<file path="config.mk">
export PLATFORM = sky130hd
export DESIGN_NAME = serial_complement2_ctrl
export DESIGN_NICKNAME = d
export VERILOG_FILES = /design/src/rtl/serial_complement2_ctrl_pkg.sv /design/src/rtl/serial_ha_stage.sv /design/src/rtl/serial_complement2_ctrl.sv
export SDC_FILE = /design/constraint.sdc
export NUM_CORES = 1
export LEC_CHECK = 0
export BUFFER_PORTS_ARGS = -buffer_cell sky130_fd_sc_hd__buf_2
export CAP_MARGIN = 20
export CORE_MARGIN = 5
export CORE_UTILIZATION = 55
export CTS_BUF_LIST = sky130_fd_sc_hd__clkbuf_2
export DETAILED_ROUTE_END_ITERATION = 16
export GPL_TIMING_DRIVEN = 0
export HOLD_SLACK_MARGIN = 0.06
export PLACE_DENSITY = 0.86
export SYNTH_ARGS = -nofsm -noshare
export SYNTH_HDL_FRONTEND = slang
export SYNTH_HIERARCHICAL = 1
export SYNTH_SLANG_ARGS = --single-unit
</file>
<file path="constraint.sdc">
create_clock -name clk -period 2.14 [get_ports clk]
set_input_delay 0.321 -clock clk [delete_from_list [all_inputs] [get_ports clk]]
set_output_delay 0.321 -clock clk [all_outputs]
set_load 0.02 [all_outputs]
</file>
<file path="src/rtl/serial_complement2_ctrl_pkg.sv">
// Shared definitions for the bit-serial two's-complement sequencer:
// state encodings and the default operand width.
package serial_complement2_ctrl_pkg;

   localparam int unsigned DEFAULT_WIDTH = 4;

   // 2'b11 is unused and recovers to S_IDLE on the next edge
   typedef enum logic [1:0] {
      S_IDLE = 2'b00,
      S_RUN  = 2'b01,
      S_DONE = 2'b10
   } state_t;

endpackage

</file>
<file path="src/rtl/serial_ha_stage.sv">
// Single half-adder stage shared by every bit position of the serial complement.
module serial_ha_stage (
   input  logic x,
   input  logic y,
   output logic carry,
   output logic sum
);

   assign sum   = x ^ y;
   assign carry = x & y;

endmodule

</file>
<file path="src/rtl/serial_complement2_ctrl.sv">
// Bit-serial two's-complement sequencer: produces {cout, ~a + 1} one bit per cycle, LSB first,
// through a single half-adder stage, with a one-cycle done strobe on completion.
module serial_complement2_ctrl
   import serial_complement2_ctrl_pkg::*;
#(
   parameter int unsigned WIDTH = DEFAULT_WIDTH
) (
   input  logic             clk,
   input  logic             reset,
   input  logic             start,
   input  logic [WIDTH-1:0] a,
   output logic             busy,
   output logic             done,
   output logic [WIDTH:0]   result
);

   localparam int unsigned CW = (WIDTH > 1) ? $clog2(WIDTH) : 1;
   localparam logic [CW-1:0] CNT_LAST = CW'(WIDTH - 1);

   state_t           state_q, state_d;
   logic [WIDTH-1:0] op_q, op_d;
   logic [WIDTH-1:0] acc_q, acc_d;
   logic             carry_q, carry_d;
   logic [CW-1:0]    cnt_q, cnt_d;
   logic [WIDTH:0]   result_q, result_d;

   logic ha_carry;
   logic ha_sum;

   serial_ha_stage u_ha (
      .x     (~op_q[0]),
      .y     (carry_q),
      .carry (ha_carry),
      .sum   (ha_sum)
   );

   always_ff @(posedge clk or posedge reset) begin
      if (reset) begin
         state_q  <= S_IDLE;
         op_q     <= '0;
         acc_q    <= '0;
         carry_q  <= 1'b0;
         cnt_q    <= '0;
         result_q <= '0;
      end else begin
         state_q  <= state_d;
         op_q     <= op_d;
         acc_q    <= acc_d;
         carry_q  <= carry_d;
         cnt_q    <= cnt_d;
         result_q <= result_d;
      end
   end

   always_comb begin
      state_d  = state_q;
      op_d     = op_q;
      acc_d    = acc_q;
      carry_d  = carry_q;
      cnt_d    = cnt_q;
      result_d = result_q;

      case (state_q)
         S_IDLE: begin
            if (start) begin
               op_d    = a;
               carry_d = 1'b1;
               cnt_d   = '0;
               acc_d   = '0;
               state_d = S_RUN;
            end
         end
         S_RUN: begin
            acc_d   = {ha_sum, acc_q[WIDTH-1:1]};
            op_d    = op_q >> 1;
            carry_d = ha_carry;
            cnt_d   = cnt_q + CW'(1);
            // result only moves here, so partial sums are never visible
            if (cnt_q == CNT_LAST) begin
               result_d = {ha_carry, ha_sum, acc_q[WIDTH-1:1]};
               state_d  = S_DONE;
            end
         end
         S_DONE: begin
            state_d = S_IDLE;
         end
         default: begin
            state_d = S_IDLE;
         end
      endcase
   end

   assign busy   = (state_q == S_RUN) || (state_q == S_DONE);
   assign done   = (state_q == S_DONE);
   assign result = result_q;

endmodule
</file>
==> impl_results.md <==
* Vias per cell at 5.481
* Layout cells sized above 1 at 0.2581
* Yosys warnings at 6
* Endpoints failing setup at 0
* Critical path type: reg -> reg
* Syn nets at 89
* Largest family of logic cells by synthesized area: simple AND/OR/NAND/NOR gates
* Hold Crit Class: in -> async
* Core area at approximately 1400 um2
* Minimum clock period after layout at 1.594 ns
* Hold buffers post-CTS at 0
* Worst path cell trace: inv_1, ha_1, mux2i_2, o21ai_0
* Synth unique cells at 20
* Total track usage at 0.1212
* Leakage at approximately 0.48 nW
* Post-route design area at 919.6 um2
* Post-synthesis mux area share at 0.08589
* # DRC at 0
* DRT Wirelength at around 1.4 mm
* Clk buf depth at 2
* CP max stage delay at 0.49 ns
* Synthesized area per cell at 10.73 um2
* Layout overhead on the synthesized area at 12.73%
* #FFs+latches synth at 17
* Crit path buffers/inverters at 1
* Cell family with most CP delay: multiplexers
* PostCTS Resize Cnt at 0
* Placed cell area at 899.6 um2
* Die area at 2353 um2
* Die width at 48.51 um
* Setup TNS at 0 ns
* Detailed-router iteration count before antenna repair at 4
* Clock skew at 0.001842 ns
* Placed insts at about 100
* Die height at 48.51 um
* Relative slew slack at 0.5833
* Most common cell after layout, fill and taps aside: dfrtp_1
* Number of global-route vias before repair at 566
* Max-Cap Viols at 0
* Worst-Margin Slew at 0.6244 ns
* Gate Count Post-Synth at 76
* Overflow after GRT at 0
* Clock sink count at 17
* Synthesized-area fraction occupied by adder cells at 0.09202
* Iteration-0 DRC Markers at 13
* Skew-Pair Late Insertion Delay at 0.28 ns
* Initial core utilization at 0.6043
* Routed vias at 592
* Htree depth at 1
* Postcts setup bufs at 0
* Detailed Place HPWL at 1.063 mm
* Run status: completed
* Post-synthesis cell area at 815.8 um2
* Fin nets at 107
* Port Buffers at 13
* Largest net degree at the start of global routing at 18
* Crit-path slowest cell: mux2i_2
* Post-Synth Simple-Gate Area at 0.1396
* Crit path DAT at about 1.8 ns
* Max Freq at 627.5 MHz
* Worst-path fanout max at 10
* Antenna violations before repair at 0
* TritonCTS buffer count at 3
* Antenna diode count at 0
* Critical path data required time at 2.30 ns
* Setup crit start kind: register
* Final antenna-violating net count at 0
* First-pass GRT wire length at 2.290 mm
* Pwr dens at 1504 nW/um2
* Root Driver: clkbuf_2
* Routed length per instance at 12.94 um
* Tcrit/Tclk final at 0.7447
* Routability cong. at 0.7824
* Fin. Hold Viols at 0
* WP depth at 4
* R2R cell count at 4
* CTS tree: done
* I/O Pins at 14
* Clock slew at reported path FFs at 0.16 ns
* Worst Setup End Kind: register
* Post-synthesis sequential area ratio at 0.5215
* Non-filler cells, final at 108
* Fraction of the mapped netlist area in compound gates at 0.1196
* Final Max Slew Viols at 0
* Post-Synth XOR/XNOR Area at 0
* Core Rows at 13
* Max VDD drop at 1.127 mV
* Commonest non-fill, non-tap cells in the layout: dfrtp_1 (17), buf_2 (13), nand2_1 (12), o21ai_0 (7)
* RSZ-0062 raised after global routing: false
-- worst paths after layout --
path                            startpoint  slack [ns]        to
worst min register to register    acc_q[1]        0.51  acc_q[1]
worst max-delay path            state_q[1]        0.55  acc_q[3]
worst max register to register  state_q[1]        0.55  acc_q[3]
worst min-delay path                 reset        0.08   op_q[1]
max in group asynchronous            reset        1.66  acc_q[3]
min in group clk                      a[3]        0.25   op_q[3]
-- final cells by class --
| cell class | count | area [um2] |
|---|---|---|
| sequential | 17 | 425.4 |
| tap | 15 | 18.77 |
| fill | 113 | 430.4 |
| clock buffer | 3 | 15.01 |
| buffer | 1 | 11.26 |
| clock inverter | 1 | 5.005 |
| multi-input combinational | 52 | 356.6 |
| timing repair buffer | 13 | 65.06 |
| inverter | 6 | 22.52 |
-- Yosys cell counts --
cell type,instances,area [um2]
mux2_2,5,56.30
a21oi_1,4,20.02
inv_1,6,22.52
o21ai_0,7,35.03
ha_1,6,75.07
and2_1,2,12.51
nand3_1,1,5.000
a32oi_1,2,17.52
mux2i_2,1,13.76
nand3b_1,1,7.510
nor2b_1,2,12.51
dfrtp_1,17,425.4
o211a_1,1,10.01
o21ai_1,1,5.000
nor3b_1,1,7.510
buf_6,1,11.26
nand2_1,12,45.04
a32o_1,1,10.01
nor2_1,3,11.26
nand2b_1,2,12.51
-- kinds of logic after synthesis --
group,after synthesis
compound gates,16
simple gates,24
flops,17
fa+ha+maj,6
buf+inv,7
mux,6
-- per-layer routing --
layer  track usage  routed length [um]  vias up
li1              -                   -      294
met1        0.1531                 639      283
met2        0.1935                 693       13
met3       0.03058                  53        2
met4       0.05381                  10        0
met5             0                   0        -
-- power by group --
part           leakage (nW)  switching (mW)  internal (mW)
Sequential            0.219          0.0744          0.460
Combinational         0.248           0.417          0.294
Clock                0.0164          0.0959         0.0423
Total                 0.483           0.587          0.795
-- state kept, by name, indices dropped and copies added, names as in the netlist --
| signal | cells |
|---|---|
| result | 5 |
| carry_q | 1 |
| state_q | 2 |
| cnt_q | 2 |
| acc_q | 3 |
| op_q | 4 |
-- metrics by stage --
stage / setup WS [ns] / power [mW] / hold WS [ns] / utilization
2_1_floorplan: 0.7634 / 1.080 / 0.2471 / -
3_3_place_gp: 0.6227 / 1.221 / 0.4200 / 0.6664
3_5_place_dp: 0.5655 / 1.257 / 0.4355 / 0.6664
4_1_cts: 0.5378 / 1.398 / 0.09582 / 0.6812
5_1_grt: 0.4028 / 1.502 / 0.1127 / 0.6812
6_report: 0.5464 / 1.383 / 0.08389 / 0.6812
No activity file was read; power rests on OpenSTA's default activity.
